$ cat config.mk
export PLATFORM = sky130hd
export DESIGN_NAME = tone_scheduler
export DESIGN_NICKNAME = d
export VERILOG_FILES = /design/src/rtl/tone_scheduler.sv
export SDC_FILE = /design/constraint.sdc
export NUM_CORES = 1
export LEC_CHECK = 0
export BUFFER_PORTS_ARGS = -buffer_cell sky130_fd_sc_hd__buf_2
export CAP_MARGIN = 20
export CORE_MARGIN = 3
export CORE_UTILIZATION = 32
export DETAILED_ROUTE_END_ITERATION = 7
export PLACE_DENSITY_LB_ADDON = 0.1
export SLEW_MARGIN = 30
export SYNTH_ARGS = -nofsm -noshare
export SYNTH_HDL_FRONTEND = slang
export SYNTH_SLANG_ARGS = --single-unit
export TNS_END_PERCENT = 10
$ cat constraint.sdc
create_clock -name clk -period 2.8 [get_ports clk]
set_input_delay 0.28 -clock clk [delete_from_list [all_inputs] [get_ports clk]]
set_output_delay 0.28 -clock clk [all_outputs]
set_load 0.05 [all_outputs]
$ cat src/rtl/tone_scheduler.sv
// rtl/tone_scheduler.sv - queues game sound events and plays them one at a time on a shared tone generator
module tone_scheduler #(
    parameter int DUR_CYCLES = 25_000_000,
    parameter int GAP_CYCLES = 2_500_000,
    parameter int HP_ALARM   = 16384,
    parameter int HP_RANK1   = 32768,
    parameter int HP_RANK2   = 8192,
    parameter int HP_RANK3   = 65536,
    parameter int HP_W       = 18
) (
    input  logic            clk,
    input  logic            rst_n,
    input  logic            alarm_in,
    input  logic            rank1_in,
    input  logic            rank2_in,
    input  logic            rank3_in,
    output logic            tone_en,
    output logic [1:0]      tone_id,
    output logic [HP_W-1:0] tone_half_period,
    output logic            busy,
    output logic [3:0]      pending
);

    localparam int MAX_CYC = (DUR_CYCLES > GAP_CYCLES) ? DUR_CYCLES : GAP_CYCLES;
    localparam int CW      = $clog2(MAX_CYC + 1);
    localparam logic [CW-1:0] DUR_LOAD = CW'(DUR_CYCLES - 1);
    localparam logic [CW-1:0] GAP_LOAD = CW'(GAP_CYCLES - 1);

    typedef enum logic [1:0] {
        S_IDLE = 2'd0,
        S_PLAY = 2'd1,
        S_GAP  = 2'd2
    } state_t;

    state_t            r_state;
    logic [CW-1:0]     r_cnt;
    logic              r_tone_en;
    logic [1:0]        r_tone_id;
    logic [HP_W-1:0]   r_hp;
    logic              r_busy;
    logic [3:0]        r_pending;
    logic [3:0]        r_prev;
    logic              r_armed;

    logic [3:0]        w_in;
    logic [3:0]        w_evt;
    logic [1:0]        w_gnt_id;
    logic [3:0]        w_gnt_mask;
    logic              w_take;
    logic              w_preempt;

    // Half-period lookup for a granted source
    function automatic logic [HP_W-1:0] hp_of(input logic [1:0] id);
        case (id)
            2'd0:    hp_of = HP_W'(HP_ALARM);
            2'd1:    hp_of = HP_W'(HP_RANK1);
            2'd2:    hp_of = HP_W'(HP_RANK2);
            default: hp_of = HP_W'(HP_RANK3);
        endcase
    endfunction

    assign w_in = {rank3_in, rank2_in, rank1_in, alarm_in};

    // Alarm fires on a rising edge only; rank signals fire on any toggle; nothing fires until armed
    always_comb begin
        w_evt = 4'b0000;
        if (r_armed) begin
            w_evt[0]   = w_in[0] & ~r_prev[0];
            w_evt[3:1] = w_in[3:1] ^ r_prev[3:1];
        end
    end

    // Fixed-priority pick of the lowest-numbered pending source
    always_comb begin
        w_gnt_id   = 2'd0;
        w_gnt_mask = 4'b0000;
        if (r_pending[0]) begin
            w_gnt_id   = 2'd0;
            w_gnt_mask = 4'b0001;
        end else if (r_pending[1]) begin
            w_gnt_id   = 2'd1;
            w_gnt_mask = 4'b0010;
        end else if (r_pending[2]) begin
            w_gnt_id   = 2'd2;
            w_gnt_mask = 4'b0100;
        end else if (r_pending[3]) begin
            w_gnt_id   = 2'd3;
            w_gnt_mask = 4'b1000;
        end
    end

    // A grant happens from IDLE, or from the last GAP cycle, whenever something is queued
    assign w_take    = (|r_pending) &&
                       ((r_state == S_IDLE) || ((r_state == S_GAP) && (r_cnt == '0)));
    // A queued alarm cuts a rank tone short; an alarm tone is never cut
    assign w_preempt = (r_state == S_PLAY) && (r_tone_id != 2'd0) && r_pending[0];

    // Sample previous input levels; the first cycle after reset only arms the detector
    always_ff @(posedge clk or negedge rst_n) begin
        if (!rst_n) begin
            r_prev  <= 4'b0000;
            r_armed <= 1'b0;
        end else begin
            r_prev  <= w_in;
            r_armed <= 1'b1;
        end
    end

    // Pending set/clear; a new event on the source being granted keeps its bit set
    always_ff @(posedge clk or negedge rst_n) begin
        if (!rst_n) begin
            r_pending <= 4'b0000;
        end else begin
            r_pending <= (r_pending & ~(w_take ? w_gnt_mask : 4'b0000)) | w_evt;
        end
    end

    // Play/gap sequencer with registered tone outputs
    always_ff @(posedge clk or negedge rst_n) begin
        if (!rst_n) begin
            r_state   <= S_IDLE;
            r_cnt     <= '0;
            r_tone_en <= 1'b0;
            r_tone_id <= 2'd0;
            r_hp      <= '0;
            r_busy    <= 1'b0;
        end else if (w_take) begin
            r_state   <= S_PLAY;
            r_cnt     <= DUR_LOAD;
            r_tone_en <= 1'b1;
            r_tone_id <= w_gnt_id;
            r_hp      <= hp_of(w_gnt_id);
            r_busy    <= 1'b1;
        end else begin
            case (r_state)
                S_PLAY: begin
                    if (w_preempt || (r_cnt == '0)) begin
                        r_state   <= S_GAP;
                        r_cnt     <= GAP_LOAD;
                        r_tone_en <= 1'b0;
                        r_hp      <= '0;
                    end else begin
                        r_cnt <= r_cnt - 1'b1;
                    end
                end
                S_GAP: begin
                    if (r_cnt == '0) begin
                        r_state <= S_IDLE;
                        r_busy  <= 1'b0;
                    end else begin
                        r_cnt <= r_cnt - 1'b1;
                    end
                end
                default: begin
                    r_state   <= S_IDLE;
                    r_cnt     <= '0;
                    r_tone_en <= 1'b0;
                    r_hp      <= '0;
                    r_busy    <= 1'b0;
                end
            endcase
        end
    end

    assign tone_en          = r_tone_en;
    assign tone_id          = r_tone_id;
    assign tone_half_period = r_hp;
    assign busy             = r_busy;
    assign pending          = r_pending;

endmodule
==> results of run 1 <==
[cell families (layout without fill, tap and decap cells)]
family / Yosys count / after routing / share of synthesized area (%)
and+or+nand+nor: 99 / 99 / 21.98
other: 2 / 15 / 0.3055
xor gates and xnor gates: 21 / 21 / 7.481
adders and majority gates: 5 / 5 / 2.545
DFF: 44 / 44 / 44.78
buffers and inverters: 28 / 40 / 6.463
AOI/OAI and AO/OA: 63 / 63 / 16.44
[cell type report]
class                      instances  area (sq um)
multi-input combinational        203          1254
timing repair buffer              25         150.1
tap                               99         123.9
clock buffer                       6         72.57
sequential                        44          1101
fill                             796          4633
clock inverter                     1         5.005
inverter                           8         30.03
[state kept, by name, indices dropped and copies added (netlist names)]
| register | flops |
|---|---|
| tone_en | 1 |
| r_cnt | 25 |
| tone_id | 2 |
| tone_half_period | 4 |
| r_prev | 4 |
| busy | 1 |
| pending | 4 |
| r_armed | 1 |
| r_state | 2 |
[timing repair]
item                       CTS  global route
hold endpoints to repair     8             0
setup endpoints to repair    0             6
resized for setup            0             1
buffers inserted             0             0
hold buffers                 1             0
[metal layers]
metal / up-vias / track usage, %
li1: 960 / -
met1: 921 / 20.30
met2: 66 / 23.23
met3: 10 / 3.365
met4: 0 / 4.693
met5: - / 0
[layout by cell type, fill, tap and decap left out, drive strengths merged, types with 7 or more instances in the layout]
| cell type | n |
|---|---|
| xor2 | 10 |
| o21ai | 21 |
| inv | 8 |
| dfrtp | 44 |
| buf | 24 |
| nand2 | 20 |
| xnor2 | 11 |
| conb | 15 |
| nor2 | 27 |
| a21oi | 13 |
| nor4 | 9 |
| nor3 | 7 |
[critical path: stages, from the launching register on]
cell	delay, ps
dfrtp_1	440
nor4_2	490
nand4_1	290
nor2_2	350
o21bai_1	330
a21boi_0	380
a31oi_1	70
[cell usage after synthesis, drive strengths merged (3+ instances only)]
| library cell | instances |
|---|---|
| a21oi | 13 |
| inv | 8 |
| nor2 | 27 |
| clkbuf | 5 |
| o21a | 3 |
| xnor2 | 11 |
| a22o | 4 |
| ha | 5 |
| dfrtp | 44 |
| nand3 | 6 |
| or2 | 4 |
| o21ai | 21 |
| nor3b | 3 |
| buf | 15 |
| nand4 | 5 |
| xor2 | 10 |
| nor3 | 7 |
| nor4 | 9 |
| nand2 | 20 |
| or3 | 3 |
[final timing paths]
check | to | from | cells past startpoint
max in group asynchronous | pending[2] | rst_n | 2
setup / recovery | r_cnt[14] | r_cnt[4] | 6
setup reg to reg | r_cnt[14] | r_cnt[4] | 6
hold / removal | r_prev[0] | alarm_in | 1
min in group asynchronous | r_cnt[15] | rst_n | 2
hold reg to reg | tone_en | tone_en | 2
[power by group]
part	internal, mW	total [mW]	switching (mW)	leakage, nW
logic	0.00604	0.0626	0.0565	0.647
clock network	0.170	0.389	0.218	0.0410
registers	0.638	0.641	0.00210	0.484
total	0.815	1.09	0.277	1.17
[per-stage QoR]
stage / utilization, % / instances / hold slack [ps] / total power, mW
final: 37.13 / 386 / 103.6 / 1.092
after global routing: 37.13 / 386 / 96.08 / 1.141
after CTS: 37.05 / 386 / 103.7 / 1.106
after detailed placement: 35.86 / 378 / 326.2 / 0.7162
after global placement: 35.82 / 378 / 408.5 / 0.7158
after floorplan: - / 275 / -15.59 / 0.7124
==> impl_results.md, run 1 <==
- Status: finished, final reports clean
- Worst setup SP type: flip-flop
- Die area: 8771 sq um
- Ant diodes: 0
- H-tree Lvls: 2
- Post-synthesis sequential area ratio: 44.78%
- DRT iter0 DRCs: 135
- Remaining Overflow, GRT: 0
- Synthesized area per cell: 9.384 sq um
- CTS Buf Count: 5
- Die width: 93.66 um
- I/O Buffers: 17
- Share of layout cells above drive strength 1: 15.33%
- Wirelength per Cell: 15.98 um
- Fin crit share: 88.77%
- Pleak: 1.171 nW
- Initial Util: 33.36%
- Ys Warns: 0
- DRC errors left: 0
- Hold Violations, Final: 0
- Most common flop cell mapped by yosys: dfrtp_1
- Worst R2R Setup Slack: 310 ps
- Met3 Routed Length: 366 um
- Synthesis-stage register bit count: 44
- Worst setup EP type: flip-flop
- Slew @ Worst Pin: 735.8 ps
- Post-synth top area share: 44.78%
- Drt first pass iters: 4
- Area Overhead vs Synth: 11.30%
- Top post-synthesis cells by area: dfrtp_1 45%, buf_4 4.3%, nor2_1 4.0%
- Initial antenna violation count: 0
- Synth area leader: dfrtp_1
- Worst EP arrival: 2650 ps
- Asr flop ratio synth: 100.0%
- Num rows: 31
- Metal2 WL: 2.860 mm
- Post-DRT Antenna Nets: 0
- Max VDD drop: 0.1926 mV
- Largest net degree at the start of global routing: 45
- GP Congestion: 0.8364
- Die Ht: 93.66 um
- Hold Path Class: in -> reg
- Post-Place Setup Slack: 216.7 ps
- Final Worst Setup Slack: 314.4 ps
- GRT Overall Usage: 14.81%
- WP data required: 2970 ps
- Vias/cell: 5.070
- Count of different cell masters after synthesis: 54
- Clk slew on worst S/H paths: 90 ps
- Fmax: 402.3 MHz
- Sinks on Clock Net: 44
- Top Ports: 32
- RSZ-0062 raised after global routing: no
- Final Cell Area: 2736 sq um
- Max Cap Violations: 0
- Skew final: 7.482 ps
- Number of global-route vias before repair: 1936
- Slew margin rel.: 50.84%
- M1 wire length: 2.858 mm
- Core area: 7370 sq um
- Uppermost routed layer: met4
- CP Class: reg -> reg
- EDFF count, synth: 0
- Max-slew violation count: 0
- CP max FO: 9
- Vias: 1957
- Detail Placement HPWL: 4.541 mm
- Fin nets: 298
- First-pass GRT wire length: 10.03 mm
- Clock Latency Late Sink: 300 ps
- Clk buf depth: 2
- CTS root buffer: clkbuf_8
- Mapped Cells: 262
- Fin crit period: 2486 ps
- Total negative slack: 0 ps
- DP Area: 2643 sq um
- Routed WL: 6.169 mm
- PwrDens: 398.9 nW/um^2
- Endpoints failing setup: 0
- Mapped cell area: 2459 sq um
- CTS tree: yes
Note: power is estimated with default switching activity, not from simulation.
==> run 2: changes to the inputs <==
==> constraint.sdc (replaced) <==
create_clock -name clk -period 2.8 [get_ports clk]
set_input_delay 0.56 -clock clk [delete_from_list [all_inputs] [get_ports clk]]
set_output_delay 0.56 -clock clk [all_outputs]
set_load 0.05 [all_outputs]
==> impl_results.md, run 2 (synthesized netlist as in run 1, its figures left out) <==
- Status: finished, final reports clean
- Die Ht: 93.66 um (unchanged)
- Wirelength per Cell: 16.12 um (+0.87%)
- Fin cells: 387 (+0.26%)
- Vias: 1959 (+0.10%)
- Total negative slack: 0 ps (unchanged)
- Initial Util: 33.36% (unchanged)
- DRT iter0 DRCs: 75 (-44%)
- DRC errors left: 0 (unchanged)
- Sinks on Clock Net: 44 (unchanged)
- Post-CTS resize count: 0 (unchanged)
- Top Ports: 32 (unchanged)
- CP max FO: 9 (unchanged)
- CP Class: reg -> reg
- CTS root buffer: clkbuf_8
- WP data required: 2970 ps (about the same)
- Num rows: 31 (unchanged)
- Reg with most FFs: r_cnt
- Vias/cell: 5.062 (-0.16%)
- Final Worst Setup Slack: 375.0 ps (+60.63 ps)
- Initial antenna violation count: 0 (unchanged)
- Filler instances: 772 (-3.0%)
- First-pass GRT wire length: 10.13 mm (+1.0%)
- GP Congestion: 0.8430 (+0.79%)
- Remaining Overflow, GRT: 0 (unchanged)
- Post-Place Setup Slack: 227.1 ps (+10.36 ps)
- Hold Path Class: in -> async
- Drt first pass iters: 4 (unchanged)
- Number of global-route vias before repair: 1952 (+0.83%)
- Fin nets: 298 (unchanged)
- Fmax: 412.4 MHz (+2.5%)
- Worst EP arrival: 2600 ps (-50 ps)
- RSZ-0062 raised after global routing: no
- Routed WL: 6.239 mm (+1.1%)
- Slew @ Worst Pin: 674.9 ps (-60.95 ps)
- Die area: 8771 sq um (unchanged)
- Worst setup SP type: flip-flop
- Clock Latency Late Sink: 300 ps (about the same)
- Area Overhead vs Synth: 11.60%
- H-tree Lvls: 2 (unchanged)
- Ant diodes: 0 (unchanged)
- Max-slew violation count: 0 (unchanged)
- Critical Path Max Stage Delay: 470 ps (-20 ps)
- Most common cell after layout, fill and taps aside: dfrtp_1
- Worst setup EP type: flip-flop
- Max VDD drop: 0.1687 mV (-12%)
- Critical path's slowest cell: nor4_2
- I/O Buffers: 17 (unchanged)
- Post-CTS setup buffer count: 0 (unchanged)
- Hold Violations, Final: 0 (unchanged)
- CP delay by family, top: simple AND/OR/NAND/NOR gates
- Fin crit period: 2425 ps (-60.63 ps)
- Post-DRT Antenna Nets: 0 (unchanged)
- Detail Placement HPWL: 4.609 mm (+1.5%)
- Slew margin rel.: 54.92% (+4.1 points)
- Buf/Inv on CP: 0 (unchanged)
- Die width: 93.66 um (unchanged)
- Largest register FFs: 25 (unchanged)
- Worst-path cell chain: nor4_2 -> nand4_1 -> nor2_2 -> o21bai_1 -> a21boi_0 -> a21oi_1
- Most frequent cells in the layout: 44 x dfrtp_1, 26 x nor2_1, 19 x nand2_1, 19 x o21ai_0, 17 x buf_2
- PwrDens: 409.7 nW/um^2 (+2.7%)
- Skew final: 5.289 ps (-2.194 ps)
- Power, Total: 1.124 mW (+3.0%)
- Placed cells: 379 (+0.26%)
- Largest net degree at the start of global routing: 45 (unchanged)
- Max Cap Violations: 0 (unchanged)
- Core area: 7370 sq um (unchanged)
- CTS tree: yes
- Util after Layout: 37.23% (+0.10 points)
- GRT Overall Usage: 15.03% (+0.22 points)
- Hold-fix buffers, CTS: 0 (-1)
- Worst R2R Setup Slack: 380 ps (+60 ps)
- Fin crit share: 86.61% (-2.2 points)
- Clk buf depth: 2 (unchanged)
- CTS Buf Count: 5 (unchanged)
- Endpoints failing setup: 0 (unchanged)
- Share of layout cells above drive strength 1: 15.63% (+0.29 points)
- R2R Path Start: r_cnt[4]
- Pleak: 1.176 nW (+0.36%)
- Clk slew on worst S/H paths: 80 ps (about the same)
- Depth of the most critical reg-to-reg path: 6 (unchanged)
- R2r endpoint: r_cnt[19]
==> run 2: changes by cell type in the layout (fill, tap and decap cells not counted) <==
cell / previous run / this run
buf_2: 16 / 17
clkbuf_1: 1 / 2
clkbuf_8: 5 / 6
clkinv_2: 1 / 0
dlygate4sd3_1: 1 / 0
==> run 2: per-layer routing <==
layer,global-route usage [%],share of wire (%),vias up
met2,24.48,48,45
met1,20.30,47,953
met3,2.724,3.5,7
met5,0,0,-
met4,4.693,1.1,0
li1,-,-,954
==> run 2: worst reg2reg max path, cell delays in order (launching register included) <==
cell,delay [ps]
dfrtp_1,440
nor4_2,470
nand4_1,290
nor2_2,340
o21bai_1,310
a21boi_0,380
a21oi_1,70
==> run 2: metrics by stage <==
| stage | cell area, sq um | hold slack (ps) |
|---|---|---|
| 2_1_floorplan | 2507 | 264.4 |
| 3_3_place_gp | 2648 | 464.1 |
| 3_5_place_dp | 2648 | 477.6 |
| 6_report | 2744 | 323.2 |
| 5_1_grt | 2744 | 381.0 |
| 4_1_cts | 2738 | 363.1 |
==> run 2: worst max-delay path by stage <==
stage	cells past startpoint	startpoint	to
floorplan	6	r_cnt[14]	r_cnt[12]
global placement	6	r_cnt[4]	r_cnt[6]
detailed placement	6	r_cnt[4]	r_cnt[15]
CTS	6	r_cnt[4]	r_cnt[14]
global route	6	r_cnt[14]	r_cnt[24]
finish	6	r_cnt[4]	r_cnt[19]
==> run 2: where the power goes <==
part	total [mW]	leakage [nW]	internal, mW	switching, mW
combinational	0.0623	0.647	0.00561	0.0566
sequential	0.641	0.484	0.638	0.00222
clock	0.421	0.0455	0.202	0.220
total	1.12	1.18	0.846	0.278
==> run 2: cell type report <==
cell class | count | area [sq um] | share of cell area, %
multi-input cells | 203 | 1254 | 45.69
flip-flops and latches | 44 | 1101 | 40.13
clock buffers | 8 | 90.09 | 3.283
repair buffers | 25 | 145.1 | 5.290
well taps | 99 | 123.9 | 4.514
inverters | 8 | 30.03 | 1.094
==> run 3: changes to the inputs <==
--- a/config.mk
+++ b/config.mk
@@ -7,6 +7,8 @@
 export LEC_CHECK = 0
 export BUFFER_PORTS_ARGS = -buffer_cell sky130_fd_sc_hd__buf_2
 export CAP_MARGIN = 20
+export CELL_PAD_IN_SITES_DETAIL_PLACEMENT = 1
+export CELL_PAD_IN_SITES_GLOBAL_PLACEMENT = 1
 export CORE_MARGIN = 3
 export CORE_UTILIZATION = 32
 export DETAILED_ROUTE_END_ITERATION = 7
==> impl_results.md, run 3 (synthesized netlist as in run 1, its figures left out) <==
- CP Class: reg -> reg
- I/O Buffers: 17 (unchanged)
- R2R Path Start: r_cnt[21]
- WP data required: 2940 ps (-30 ps)
- Fin crit period: 2419 ps (-5.833 ps)
- Num rows: 31 (unchanged)
- Largest net degree at the start of global routing: 24 (-47%)
- CTS Buf Count: 5 (unchanged)
- First-pass GRT wire length: 11.18 mm (+10%)
- Drt first pass iters: 4 (unchanged)
- DRC errors left: 0 (unchanged)
- Clk buf depth: 2 (unchanged)
- Hold Violations, Final: 0 (unchanged)
- Post-CTS setup buffer count: 0 (unchanged)
- Skew final: 5.117 ps (-0.1711 ps)
- Max Cap Violations: 0 (unchanged)
- Hold-fix buffers, CTS: 0 (unchanged)
- Sinks on Clock Net: 44 (unchanged)
- Most common cell after layout, fill and taps aside: dfrtp_1
- Fmax: 413.4 MHz (+0.24%)
- Remaining Overflow, GRT: 0 (unchanged)
- Wirelength per Cell: 17.26 um (+7.0%)
- GP Congestion: 0.8416 (-0.17%)
- Levels on crit path: 6 (unchanged)
- Worst setup SP type: flip-flop
- Critical path's slowest cell: a2111oi_0
- Depth of the most critical reg-to-reg path: 6 (unchanged)
- Die Ht: 93.66 um (unchanged)
- CP max FO: 7 (-2)
- Worst-path cell chain: nor3_1 -> nand4_1 -> nor2_2 -> buf_4 -> o21ai_1 -> a2111oi_0
- H-tree Lvls: 2 (unchanged)
- Die area: 8771 sq um (unchanged)
- Initial antenna violation count: 0 (unchanged)
- Vias: 1997 (+1.9%)
- Worst R2R Setup Slack: 380 ps (about the same)
- CTS root buffer: clkbuf_8
- Core area: 7370 sq um (unchanged)
- Hold Path Class: in -> async
- Routed WL: 6.747 mm (+8.1%)
- CTS tree: yes
- Fin nets: 302 (+1.3%)
- Reg with most FFs: r_cnt
- Clk slew on worst S/H paths: 90 ps (about the same)
- Critical Path Max Stage Delay: 550 ps (+80 ps)
- Number of global-route vias before repair: 2090 (+7.1%)
- RSZ-0062 raised after global routing: no
- Multi-input gate area: 1247 sq um (-0.50%)
- GRT Overall Usage: 16.55% (+1.5 points)
- Worst EP arrival: 2560 ps (-40 ps)
- Util after Layout: 38.05% (+0.81 points)
- Share of layout cells above drive strength 1: 17.12% (+1.5 points)
- Max VDD drop: 0.1723 mV (+2.1%)
- Final Cell Area: 2804 sq um (+2.2%)
- FF/Latch Area: 1101 sq um (unchanged)
- Slew margin rel.: 58.75% (+3.8 points)
- Largest register FFs: 25 (unchanged)
- R2r endpoint: r_cnt[10]
- DRT iter0 DRCs: 75 (unchanged)
- Buf/Inv on CP: 1 (+1)
- Status: finished, final reports clean
- PwrDens: 444.9 nW/um^2 (+8.6%)
- Initial Util: 33.36% (unchanged)
- Ant diodes: 0 (unchanged)
- Clock Latency Late Sink: 300 ps (about the same)
- Fin crit share: 86.40% (-0.21 points)
- Max-slew violation count: 0 (unchanged)
- Pleak: 1.211 nW (+3.0%)
- Vias/cell: 5.107 (+0.90%)
- Detail Placement HPWL: 5.184 mm (+12%)
- DP Area: 2678 sq um (+1.1%)
- Die width: 93.66 um (unchanged)
- CP delay by family, top: simple AND/OR/NAND/NOR gates
- Filler instances: 894 (+16%)
- Most frequent cells in the layout: 44 x dfrtp_1, 26 x nor2_1, 19 x nand2_1, 19 x o21ai_0, 17 x buf_2
- Post-CTS resize count: 0 (unchanged)
- Worst setup EP type: flip-flop
- Slew @ Worst Pin: 613.2 ps (-61.70 ps)
- Post-DRT Antenna Nets: 0 (unchanged)
- Area Overhead vs Synth: 14.05%
- Endpoints failing setup: 0 (unchanged)
- Total negative slack: 0 ps (unchanged)
- Top Ports: 32 (unchanged)
## run 3: changes by cell type in the layout (fill, tap and decap cells not counted)
cell,before,now
clkbuf_1,2,0
bufinv_16,0,1
buf_4,8,12
nor4_1,6,7
clkbuf_8,6,7
nor4_2,2,1
## run 3: power by group
part           internal [mW]  switching, mW
Clock                  0.315          0.229
Sequential             0.638        0.00207
Combinational        0.00559         0.0571
## run 3: worst max-delay path by stage
stage | slack, ps | to | startpoint
global route | 220 | r_cnt[24] | r_cnt[14]
CTS | 360 | r_cnt[10] | r_cnt[21]
finish | 380 | r_cnt[10] | r_cnt[21]
global placement | 480 | r_cnt[12] | r_cnt[14]
floorplan | 630 | r_cnt[12] | r_cnt[14]
detailed placement | 390 | r_cnt[10] | r_cnt[21]
## run 3: through the flow
stage | setup WS, ps | hold WS (ps) | std cells | power [mW]
CTS | 364.4 | 248.8 | 391 | 1.262
finish | 380.9 | 222.3 | 391 | 1.247
floorplan | 629.1 | 264.4 | 275 | 0.7124
global placement | 478.2 | 458.1 | 383 | 0.7173
global route | 221.6 | 263.9 | 391 | 1.297
detailed placement | 389.8 | 473.2 | 383 | 0.7174
## run 3: worst register-to-register path: cells and delay by family, from the launching register on
| kind | cells | cell delay [ps] |
|---|---|---|
| simple gates | 3 | 950 |
| compound gates | 2 | 710 |
| flops | 1 | 430 |
| buf+inv | 1 | 170 |
## run 3: routing by layer
| layer | up-vias | global-route usage [%] | part of all wire (%) |
|---|---|---|---|
| met4 | 0 | 3.610 | 0.70 |
| met2 | 31 | 27.22 | 48 |
| met3 | 5 | 2.804 | 2.7 |
| li1 | 972 | - | - |
| met1 | 989 | 22.88 | 48 |
| met5 | - | 0 | 0 |
## run 3: final cells by class
class / instances / share of cell area [%]
repair buffers: 29 / 6.247
inverters: 8 / 1.071
multi-input cells: 203 / 44.49
well taps: 99 / 4.418
flip-flops and latches: 44 / 39.27
clock inverters: 1 / 1.071
clock buffers: 7 / 3.436
